File: src/rtl/spi_slave_burst_if.sv
// Register-bus side of the SPI slave: address/strobe/data toward the register file
// and the read-data handshake back from it.
interface spi_slave_burst_if #(
  parameter int ADDR_WIDTH = 7,
  parameter int DATA_WIDTH = 24
);
  logic [ADDR_WIDTH-1:0] reg_addr;
  logic                  reg_wr;
  logic [DATA_WIDTH-1:0] reg_wdata;
  logic                  reg_rd;
  logic                  reg_rd_ack;
  logic [DATA_WIDTH-1:0] reg_rdata;

  modport master (
    output reg_addr, reg_wr, reg_wdata, reg_rd,
    input  reg_rd_ack, reg_rdata
  );

  modport slave (
    input  reg_addr, reg_wr, reg_wdata, reg_rd,
    output reg_rd_ack, reg_rdata
  );
endinterface

File: src/rtl/spi_slave_burst.sv
// SPI slave bridging MCU frames [rw | addr | word0 | word1 ...] onto the register bus,
// with all four SPI modes, burst auto-increment and read prefetch/underrun detection.
module spi_slave_burst #(
  parameter int ADDR_WIDTH  = 7,
  parameter int DATA_WIDTH  = 24,
  parameter int CPOL        = 0,
  parameter int CPHA        = 0,
  parameter int SYNC_STAGES = 2,
  parameter int BURST_EN    = 1
) (
  input  logic               clk,
  input  logic               rst,
  input  logic               sck,
  input  logic               ncs,
  input  logic               si,
  output logic               so,
  output logic               so_oe,
  spi_slave_burst_if.master  bus,
  output logic               frame_active,
  output logic               frame_err,
  output logic               rd_underrun
);

  typedef enum logic [1:0] {IDLE, HEADER, WDATA, RDATA} state_t;

  localparam int HDR_BITS = ADDR_WIDTH + 1;
  localparam int MAX_BITS = (HDR_BITS > DATA_WIDTH) ? HDR_BITS : DATA_WIDTH;
  localparam int CW       = $clog2(MAX_BITS + 1);
  localparam logic [CW-1:0] HDR_LAST  = CW'(HDR_BITS - 1);
  localparam logic [CW-1:0] WORD_LAST = CW'(DATA_WIDTH - 1);
  localparam bit SAMPLE_RISE = (CPOL == CPHA);
  localparam logic SCK_IDLE  = (CPOL != 0);
  localparam bit BURST       = (BURST_EN != 0);

  state_t state_q, state_d;

  logic [SYNC_STAGES-1:0] sck_sync_q, sck_sync_d;
  logic [SYNC_STAGES-1:0] ncs_sync_q, ncs_sync_d;
  logic [SYNC_STAGES-1:0] si_sync_q, si_sync_d;
  logic sck_prev_q, sck_prev_d, ncs_prev_q, ncs_prev_d;

  logic [CW-1:0]         bit_cnt_q, bit_cnt_d;
  logic [ADDR_WIDTH-1:0] hdr_sr_q, hdr_sr_d;
  logic [DATA_WIDTH-2:0] wsr_q, wsr_d;
  logic [DATA_WIDTH-2:0] osr_q, osr_d;
  logic [DATA_WIDTH-1:0] hold_q, hold_d;
  logic hold_valid_q, hold_valid_d;
  logic rd_pend_q, rd_pend_d;
  logic word_start_q, word_start_d;
  logic ignore_q, ignore_d;
  logic any_word_q, any_word_d;
  logic prefetch_q, prefetch_d;

  logic [ADDR_WIDTH-1:0] reg_addr_q, reg_addr_d;
  logic [DATA_WIDTH-1:0] reg_wdata_q, reg_wdata_d;
  logic reg_wr_q, reg_wr_d, reg_rd_q, reg_rd_d;
  logic so_q, so_d, so_oe_q, so_oe_d;
  logic frame_err_q, frame_err_d, underrun_q, underrun_d;

  logic sck_s, ncs_s, si_s;
  logic sample_edge, shift_edge, ncs_fall, ncs_rise;
  logic hdr_last, word_last;

  always_comb begin
    sck_sync_d = SYNC_STAGES'({sck_sync_q, sck});
    ncs_sync_d = SYNC_STAGES'({ncs_sync_q, ncs});
    si_sync_d  = SYNC_STAGES'({si_sync_q, si});
    sck_s      = sck_sync_q[SYNC_STAGES-1];
    ncs_s      = ncs_sync_q[SYNC_STAGES-1];
    si_s       = si_sync_q[SYNC_STAGES-1];
    sck_prev_d = sck_s;
    ncs_prev_d = ncs_s;
  end

  always_comb begin
    sample_edge = SAMPLE_RISE ? (sck_s & ~sck_prev_q) : (~sck_s & sck_prev_q);
    shift_edge  = SAMPLE_RISE ? (~sck_s & sck_prev_q) : (sck_s & ~sck_prev_q);
    ncs_fall    = ncs_prev_q & ~ncs_s;
    ncs_rise    = ~ncs_prev_q & ncs_s;
    hdr_last    = (state_q == HEADER) && sample_edge && (bit_cnt_q == HDR_LAST);
    word_last   = ((state_q == WDATA) || (state_q == RDATA)) && sample_edge &&
                  !ignore_q && (bit_cnt_q == WORD_LAST);
  end

  always_ff @(posedge clk or negedge rst) begin
    if (!rst) state_q <= IDLE;
    else      state_q <= state_d;
  end

  always_comb begin
    state_d = state_q;
    case (state_q)
      IDLE:    if (ncs_fall) state_d = HEADER;
      HEADER:  if (hdr_last) state_d = hdr_sr_q[ADDR_WIDTH-1] ? RDATA : WDATA;
      default: state_d = state_q;
    endcase
    if (ncs_rise) state_d = IDLE;
  end

  always_comb begin
    bit_cnt_d    = bit_cnt_q;
    hdr_sr_d     = hdr_sr_q;
    wsr_d        = wsr_q;
    osr_d        = osr_q;
    hold_d       = hold_q;
    hold_valid_d = hold_valid_q;
    rd_pend_d    = rd_pend_q;
    word_start_d = word_start_q;
    ignore_d     = ignore_q;
    any_word_d   = any_word_q;
    prefetch_d   = 1'b0;
    reg_addr_d   = reg_addr_q;
    reg_wdata_d  = reg_wdata_q;
    reg_wr_d     = 1'b0;
    reg_rd_d     = 1'b0;
    so_d         = so_q;
    frame_err_d  = 1'b0;
    underrun_d   = 1'b0;

    if (reg_wr_q && BURST) reg_addr_d = reg_addr_q + 1'b1;
    if (reg_rd_ack_ok()) begin
      hold_d       = bus.reg_rdata;
      hold_valid_d = 1'b1;
      rd_pend_d    = 1'b0;
    end
    if (prefetch_q) begin
      reg_addr_d = reg_addr_q + 1'b1;
      reg_rd_d   = 1'b1;
      rd_pend_d  = 1'b1;
    end

    case (state_q)
      IDLE: begin
        so_d = 1'b0;
        if (ncs_fall) begin
          bit_cnt_d    = '0;
          hdr_sr_d     = '0;
          wsr_d        = '0;
          osr_d        = '0;
          hold_valid_d = 1'b0;
          rd_pend_d    = 1'b0;
          word_start_d = 1'b0;
          ignore_d     = 1'b0;
          any_word_d   = 1'b0;
        end
      end
      HEADER: begin
        if (sample_edge) begin
          hdr_sr_d  = ADDR_WIDTH'({hdr_sr_q, si_s});
          bit_cnt_d = bit_cnt_q + 1'b1;
          if (hdr_last) begin
            bit_cnt_d  = '0;
            reg_addr_d = ADDR_WIDTH'({hdr_sr_q, si_s});
            if (hdr_sr_q[ADDR_WIDTH-1]) begin
              reg_rd_d     = 1'b1;
              rd_pend_d    = 1'b1;
              word_start_d = 1'b1;
            end
          end
        end
      end
      WDATA: begin
        if (sample_edge && !ignore_q) begin
          wsr_d     = (DATA_WIDTH-1)'({wsr_q, si_s});
          bit_cnt_d = bit_cnt_q + 1'b1;
          if (word_last) begin
            bit_cnt_d   = '0;
            reg_wr_d    = 1'b1;
            reg_wdata_d = {wsr_q, si_s};
            any_word_d  = 1'b1;
            ignore_d    = !BURST;
          end
        end
      end
      RDATA: begin
        if (ignore_q) begin
          so_d = 1'b0;
        end else if (shift_edge) begin
          // A word's first shift edge swaps in the hold buffer; any ack arriving later is stale.
          if (word_start_q) begin
            if (hold_valid_q) begin
              osr_d = hold_q[DATA_WIDTH-2:0];
              so_d  = hold_q[DATA_WIDTH-1];
            end else begin
              osr_d      = '0;
              so_d       = 1'b0;
              underrun_d = 1'b1;
            end
            hold_valid_d = 1'b0;
            rd_pend_d    = 1'b0;
            word_start_d = 1'b0;
            prefetch_d   = BURST;
          end else begin
            so_d  = osr_q[DATA_WIDTH-2];
            osr_d = (DATA_WIDTH-1)'({osr_q, 1'b0});
          end
        end else if (sample_edge) begin
          bit_cnt_d = bit_cnt_q + 1'b1;
          if (word_last) begin
            bit_cnt_d    = '0;
            any_word_d   = 1'b1;
            word_start_d = 1'b1;
            ignore_d     = !BURST;
          end
        end
      end
      default: so_d = 1'b0;
    endcase

    // Error is judged on the post-edge counters so a final bit landing with ncs rise still completes.
    if (ncs_rise && (state_q != IDLE)) begin
      frame_err_d = ((state_q == HEADER) && !hdr_last) || (bit_cnt_d != '0) || !any_word_d;
      so_d        = 1'b0;
      reg_rd_d    = 1'b0;
      rd_pend_d   = 1'b0;
      prefetch_d  = 1'b0;
    end

    so_oe_d = (state_d == RDATA);
  end

  function automatic logic reg_rd_ack_ok();
    return bus.reg_rd_ack && rd_pend_q;
  endfunction

  always_ff @(posedge clk or negedge rst) begin
    if (!rst) begin
      sck_sync_q   <= {SYNC_STAGES{SCK_IDLE}};
      ncs_sync_q   <= '1;
      si_sync_q    <= '0;
      sck_prev_q   <= SCK_IDLE;
      ncs_prev_q   <= 1'b1;
      bit_cnt_q    <= '0;
      hdr_sr_q     <= '0;
      wsr_q        <= '0;
      osr_q        <= '0;
      hold_q       <= '0;
      hold_valid_q <= 1'b0;
      rd_pend_q    <= 1'b0;
      word_start_q <= 1'b0;
      ignore_q     <= 1'b0;
      any_word_q   <= 1'b0;
      prefetch_q   <= 1'b0;
      reg_addr_q   <= '0;
      reg_wdata_q  <= '0;
      reg_wr_q     <= 1'b0;
      reg_rd_q     <= 1'b0;
      so_q         <= 1'b0;
      so_oe_q      <= 1'b0;
      frame_err_q  <= 1'b0;
      underrun_q   <= 1'b0;
    end else begin
      sck_sync_q   <= sck_sync_d;
      ncs_sync_q   <= ncs_sync_d;
      si_sync_q    <= si_sync_d;
      sck_prev_q   <= sck_prev_d;
      ncs_prev_q   <= ncs_prev_d;
      bit_cnt_q    <= bit_cnt_d;
      hdr_sr_q     <= hdr_sr_d;
      wsr_q        <= wsr_d;
      osr_q        <= osr_d;
      hold_q       <= hold_d;
      hold_valid_q <= hold_valid_d;
      rd_pend_q    <= rd_pend_d;
      word_start_q <= word_start_d;
      ignore_q     <= ignore_d;
      any_word_q   <= any_word_d;
      prefetch_q   <= prefetch_d;
      reg_addr_q   <= reg_addr_d;
      reg_wdata_q  <= reg_wdata_d;
      reg_wr_q     <= reg_wr_d;
      reg_rd_q     <= reg_rd_d;
      so_q         <= so_d;
      so_oe_q      <= so_oe_d;
      frame_err_q  <= frame_err_d;
      underrun_q   <= underrun_d;
    end
  end

  assign so           = so_q & so_oe_q;
  assign so_oe        = so_oe_q;
  assign frame_active = (state_q != IDLE);
  assign frame_err    = frame_err_q;
  assign rd_underrun  = underrun_q;
  assign bus.reg_addr  = reg_addr_q;
  assign bus.reg_wr    = reg_wr_q;
  assign bus.reg_wdata = reg_wdata_q;
  assign bus.reg_rd    = reg_rd_q;

endmodule

File: src/flat_wrapper.sv
// flat-port wrapper written by rule: the top's interface ports become plain ports
module spi_slave_burst_flat 
#(
  parameter int ADDR_WIDTH  = 7,
  parameter int DATA_WIDTH  = 24,
  parameter int CPOL        = 0,
  parameter int CPHA        = 0,
  parameter int SYNC_STAGES = 2,
  parameter int BURST_EN    = 1
)
  (clk, rst, sck, ncs, si, so, so_oe, frame_active, frame_err, rd_underrun, bus_reg_addr, bus_reg_wr, bus_reg_wdata, bus_reg_rd, bus_reg_rd_ack, bus_reg_rdata);
  spi_slave_burst_if #(.ADDR_WIDTH(ADDR_WIDTH), .DATA_WIDTH(DATA_WIDTH)) bus_i ();
  input  logic clk;
  input  logic rst;
  input  logic sck;
  input  logic ncs;
  input  logic si;
  output logic so;
  output logic so_oe;
  output logic frame_active;
  output logic frame_err;
  output logic rd_underrun;
  output wire logic [$bits(bus_i.reg_addr)-1:0] bus_reg_addr;
  output wire logic [$bits(bus_i.reg_wr)-1:0] bus_reg_wr;
  output wire logic [$bits(bus_i.reg_wdata)-1:0] bus_reg_wdata;
  output wire logic [$bits(bus_i.reg_rd)-1:0] bus_reg_rd;
  input wire logic [$bits(bus_i.reg_rd_ack)-1:0] bus_reg_rd_ack;
  input wire logic [$bits(bus_i.reg_rdata)-1:0] bus_reg_rdata;
  assign bus_reg_addr = bus_i.reg_addr;
  assign bus_reg_wr = bus_i.reg_wr;
  assign bus_reg_wdata = bus_i.reg_wdata;
  assign bus_reg_rd = bus_i.reg_rd;
  assign bus_i.reg_rd_ack = bus_reg_rd_ack;
  assign bus_i.reg_rdata = bus_reg_rdata;
  spi_slave_burst #(.ADDR_WIDTH(ADDR_WIDTH), .DATA_WIDTH(DATA_WIDTH), .CPOL(CPOL), .CPHA(CPHA), .SYNC_STAGES(SYNC_STAGES), .BURST_EN(BURST_EN)) u_core (.clk(clk), .rst(rst), .sck(sck), .ncs(ncs), .si(si), .so(so), .so_oe(so_oe), .bus(bus_i), .frame_active(frame_active), .frame_err(frame_err), .rd_underrun(rd_underrun));
endmodule
File: config.mk
export PLATFORM = sky130hd
export DESIGN_NAME = spi_slave_burst_flat
export DESIGN_NICKNAME = d
export VERILOG_FILES = /design/src/rtl/spi_slave_burst_if.sv /design/src/rtl/spi_slave_burst.sv /design/src/flat_wrapper.sv
export SDC_FILE = /design/constraint.sdc
export NUM_CORES = 1
export LEC_CHECK = 0
export CAP_MARGIN = 10
export CORE_UTILIZATION = 35
export CTS_BUF_LIST = sky130_fd_sc_hd__clkbuf_2
export CTS_CLUSTER_DIAMETER = 200
export CTS_CLUSTER_SIZE = 30
export DETAILED_ROUTE_END_ITERATION = 10
export PLACE_DENSITY = 0.65
export SLEW_MARGIN = 20
export SYNTH_ARGS = -nofsm -noshare
export SYNTH_HDL_FRONTEND = slang
export SYNTH_SLANG_ARGS = --single-unit
File: constraint.sdc
create_clock -name clk -period 5.8 [get_ports clk]
set_clock_uncertainty 0.2 [all_clocks]
set_input_delay 1.16 -clock clk [delete_from_list [all_inputs] [get_ports clk]]
set_output_delay 1.16 -clock clk [all_outputs]
set_load 0.02 [all_outputs]
Word-level counts from Yosys, hierarchy flattened
Cells that the tools add are included.
- add/sub/neg operators: 2
- equal/unequal tests: 17
- multiplexer cells: 93
- bitwise logic cells: 9
- reduce and logical (&&, ||, !) cells: 31
- operators with widths (cell ; number):
    23-bit two-way mux ; 6
    23-bit case mux with 2 select lines ; 2
    1-bit two-way mux ; 58
    7-bit two-way mux ; 7
    5-bit two-way mux ; 8
    5-bit case mux with 4 select lines ; 1
    7-bit case mux with 2 select lines ; 1
    2-bit by 1-bit inequality test with 1-bit output, second input constant ; 6
    1-bit case mux with 3 select lines ; 4
    1-bit logical AND ; 9
    3-bit AND reduction ; 3
    3-bit nonzero test ; 3
    4-bit AND reduction ; 2
    8-bit AND reduction ; 1
    2-bit nonzero test ; 4
    7-bit by 1-bit adder with 7-bit output, second input constant ; 1
    2-bit equality test, second input constant ; 3
    2-bit two-way mux ; 3
    3-bit by 1-bit inequality test with 1-bit output, second input constant ; 2
    5-bit by 1-bit adder with 5-bit output, second input constant ; 1
    1-bit AND ; 5
    5-bit by 3-bit equality test with 1-bit output, second input constant ; 1
    5-bit equality test, second input constant ; 1
    5-bit nonzero test ; 1
    10 further kinds ; 19
- register bits after elaboration: 135
- input port bits: 30
- output and inout bits: 38
- word-level logic and storage cells: 177

Depth between registers and ports, before layout
- depth after elaboration: 14
- depth in mapped cells: 9
- mapped depth without buffers: 8

Least setup slack after synthesis
Ideal clock, no wire load.
- path kind: register to output
- start: register u_core.state_q[0]
- end: output port frame_active
- data arrival time: 0.992 ns
- data required time: 4.440 ns
- path slack: 3.448 ns
- stages on the path, launching flop included: 5
- path buffers: 1
- cells stage by stage: dfrtp_1 inv_1 ha_1 buf_2 inv_1
- word-level cells in the longest chain between the ends: 1
- RTL lines (item ; line ; RTL):
    start: declaration ; spi_slave_burst.sv:35 ; state_t state_q, state_d;
    start signal: assignment ; spi_slave_burst.sv:87 ; else state_q <= state_d;
    2-bit nonzero test ; spi_slave_burst.sv:282 ; assign frame_active = (state_q != IDLE);
    end: declaration ; flat_wrapper.sv:20 ; output logic frame_active;
Every way passes these cells.

Final worst setup path
Same ends and word-level chain as after synthesis.

==> flow_summary.json <==
{
  "worstPathMaxFanout": 9,
  "min-delay-start": "u_core.ncs_sync_q[0]",
  "port-buffer-count": 67,
  "avgRoutedWirePerCell_um": 13.1,
  "hpwl_mm": 7.49,
  "worstHoldPathCells": 0,
  "yosys_warnings": 0,
  "grt_pass1_vias": 3958,
  "yosys.cell_types.count": 43,
  "startpoint_type": "flop",
  "hold_violations": 0,
  "layout_setup_ws_ns": 1.99,
  "min_period_ns": 3.81,
  "path_cells": "inv_1 -> ha_1 -> inv_1 -> clkdlybuf4s50_1",
  "p_total_uw": 1740,
  "cts_root_buffer": "clkbuf_2",
  "drive_gt1_share_pct": 10.6,
  "drc_errors": 0,
  "detail_route.first_pass.iterations": 7,
  "min_to": "u_core.ncs_sync_q[1]",
  "die_h_um": 129,
  "timing.fmax_mhz": 262,
  "vias": 4160,
  "cts_made_buffers": 17,
  "cts_sinks": 134,
  "place_ws_ns": 2.24,
  "coreArea_sq_um": 15800,
  "antenna_found_initial": 1,
  "p_per_area_nw_per_um2": 257,
  "rsz0062_at_grt": "no",
  "detail_route.iter0.violations": 263,
  "ir_worst_vdd_mv": 0.133,
  "cpMostUsedCell": "inv_1",
  "tritoncts": "built",
  "critPathSlowestCell": "clkdlybuf4s50_1",
  "rr_endpoint": "u_core.bus.reg_wdata[7]",
  "grt_start_max_net_pins": 85,
  "routed_wl_mm": 11.3,
  "syn-cell-area_sq_um": 5660,
  "tightest_slew_ns": 1.02,
  "critPathArrivalTime_ns": 2.45,
  "whs_ns": 0.169,
  "io-pin-count": 68,
  "path_class": "flop to primary output",
  "slew_headroom_pct": 31.8,
  "layout_commonest_cell": "nand2_1",
  "reg2reg_slack_ns": 2.31,
  "htree_levels": 4,
  "crit_family": "buffers and inverters",
  "overflow": 0,
  "ff2ff_path_depth": 6,
  "syn_area_per_cell_sq_um": 9.90,
  "fin_crit_sh_pct": 65.7,
  "holdBufCountCts": 0,
  "cpPeakStageDelay_ns": 0.66,
  "area_growth_pct": 19.8,
  "leakage_uw": 0.00307,
  "final_cell_mix": "149 x nand2_1, 131 x dfrtp_1, 66 x clkdlybuf4s50_1",
  "status": "finished clean",
  "finalSetupViolCount": 0,
  "required_ns": 4.44,
  "synth-seq-cells": 134,
  "syn_inst": 571,
  "grt_usage_pct": 14.7,
  "hold_path_class": "flop to flop",
  "clock_latency_ns": 0.68,
  "ant_nets": 0,
  "stdcell_count": 859,
  "nets": 666,
  "slew_viol_final": 0,
  "synth_fp_nets": 607,
  "path_clk_slew_ns": 0.18,
  "r2r_start": "u_core.state_q[0]",
  "post_cts_buffers": 0,
  "cts_resized": 0,
  "initial_core_util_pct": 35.7,
  "path_buf_inv": 3,
  "grt_pass1_wl_mm": 19.0,
  "cp-end-kind": "primary output",
  "rows": 46,
  "drv_cap": 0,
  "finalSetupTns_ns": 0,
  "dieArea_sq_um": 16700,
  "cts_buffer_depth": 2,
  "place_congestion": 0.788,
  "via_per_inst": 4.84,
  "seq_area_frac_synth_pct": 59.4,
  "dieWidth_um": 129,
  "placed_cells": 826
}
==> metal layers <==
metal / up-vias / GRT usage (%) / share of wire, %
met5: - / 0 / 0
met4: 0 / 5.40 / 1.3
met3: 10 / 4.42 / 5.5
met2: 127 / 23.6 / 48
met1: 1980 / 18.9 / 45
li1: 2043 / - / -
==> sequential cells by signal, indices dropped and copies added, names as in the netlist, 2 cells and up <==
signal                flops
u_core.bit_cnt_q          5
u_core.bus.reg_addr       7
u_core.bus.reg_wdata     24
u_core.hdr_sr_q           7
u_core.hold_q            24
u_core.ncs_sync_q         2
u_core.osr_q             23
u_core.sck_sync_q         2
u_core.si_sync_q          2
u_core.state_q            2
u_core.wsr_q             23
==> worst max-delay path by stage <==
stage	from	to	slack, ns	depth (start not counted)
2_1_floorplan	u_core.state_q[0]	frame_active	3.45	4
3_3_place_gp	u_core.state_q[0]	u_core.bus.reg_wdata[1]	2.40	6
3_5_place_dp	u_core.state_q[0]	u_core.bus.reg_wdata[7]	2.24	6
4_1_cts	u_core.state_q[0]	frame_active	1.92	4
5_1_grt	u_core.state_q[1]	frame_active	1.78	4
6_report	u_core.state_q[0]	frame_active	1.99	4
==> through the flow <==
step                util, %  instance area [sq um]
floorplan                 -                   5660
global placement       41.1                   6510
detailed placement     41.1                   6510
CTS                    42.6                   6740
global route           42.8                   6780
finish                 42.8                   6780
==> where the power goes <==
part	leakage (uW)	switching, uW	internal, uW
clock network	0.000145	325	241
registers	0.00180	31.6	981
logic	0.00112	104	61.7
==> kinds of logic (layout without fill, tap and decap cells) <==
family | count (synthesis) | count (layout) | synth area share (%)
AND/OR/NAND/NOR | 231 | 231 | 16.9
flip-flops | 134 | 134 | 59.4
AO/OA/AOI/OAI | 129 | 129 | 13.7
buffers and inverters | 39 | 110 | 2.68
multiplexers | 25 | 25 | 4.96
XOR/XNOR | 7 | 7 | 1.08
adder cells (fa/ha/maj) | 6 | 6 | 1.33
other | 0 | 1 | 0
==> cell usage after synthesis <==
master / instances / area share, %
or2b_1: 1 / 0.13
or3b_4: 1 / 0.20
nand3b_1: 1 / 0.13
mux2i_1: 1 / 0.18
or2_2: 2 / 0.22
a21o_1: 2 / 0.27
o21ai_2: 1 / 0.15
o21a_1: 1 / 0.13
xor2_1: 5 / 0.77
nand2b_1: 5 / 0.55
a211o_1: 1 / 0.15
a211oi_1: 1 / 0.13
nand2_1: 150 / 10
inv_1: 8 / 0.53
o31ai_1: 2 / 0.27
nor2b_1: 7 / 0.77
xnor2_1: 2 / 0.31
o2111ai_1: 2 / 0.31
o22ai_1: 1 / 0.11
o31a_1: 3 / 0.46
nor2_1: 45 / 3.0
o211ai_1: 3 / 0.40
a22oi_1: 23 / 3.1
a31oi_1: 4 / 0.44
clkbuf_1: 25 / 1.7
buf_2: 4 / 0.35
nor3b_1: 2 / 0.27
and2_1: 4 / 0.44
ha_1: 6 / 1.3
o21ai_0: 41 / 3.6
o41ai_1: 1 / 0.15
inv_2: 1 / 0.066
dfrtp_1: 131 / 58
nand3_1: 6 / 0.53
o31ai_2: 1 / 0.22
a21oi_1: 40 / 3.5
mux2_2: 24 / 4.8
a21boi_1: 1 / 0.13
buf_1: 1 / 0.066
nor3_1: 5 / 0.44
dfstp_2: 3 / 1.4
and3_1: 2 / 0.22
a32o_1: 1 / 0.18
==> area by class of cell <==
type	instances	area, sq um
clock inverters	10	131
multi-input cells	398	2160
clock buffers	21	105
inverters	9	33.8
fillers	1522	9050
diodes	1	2.50
flip-flops and latches	134	3360
repair buffers	70	714
well taps	216	270
No activity file was read; power rests on OpenSTA's default activity.
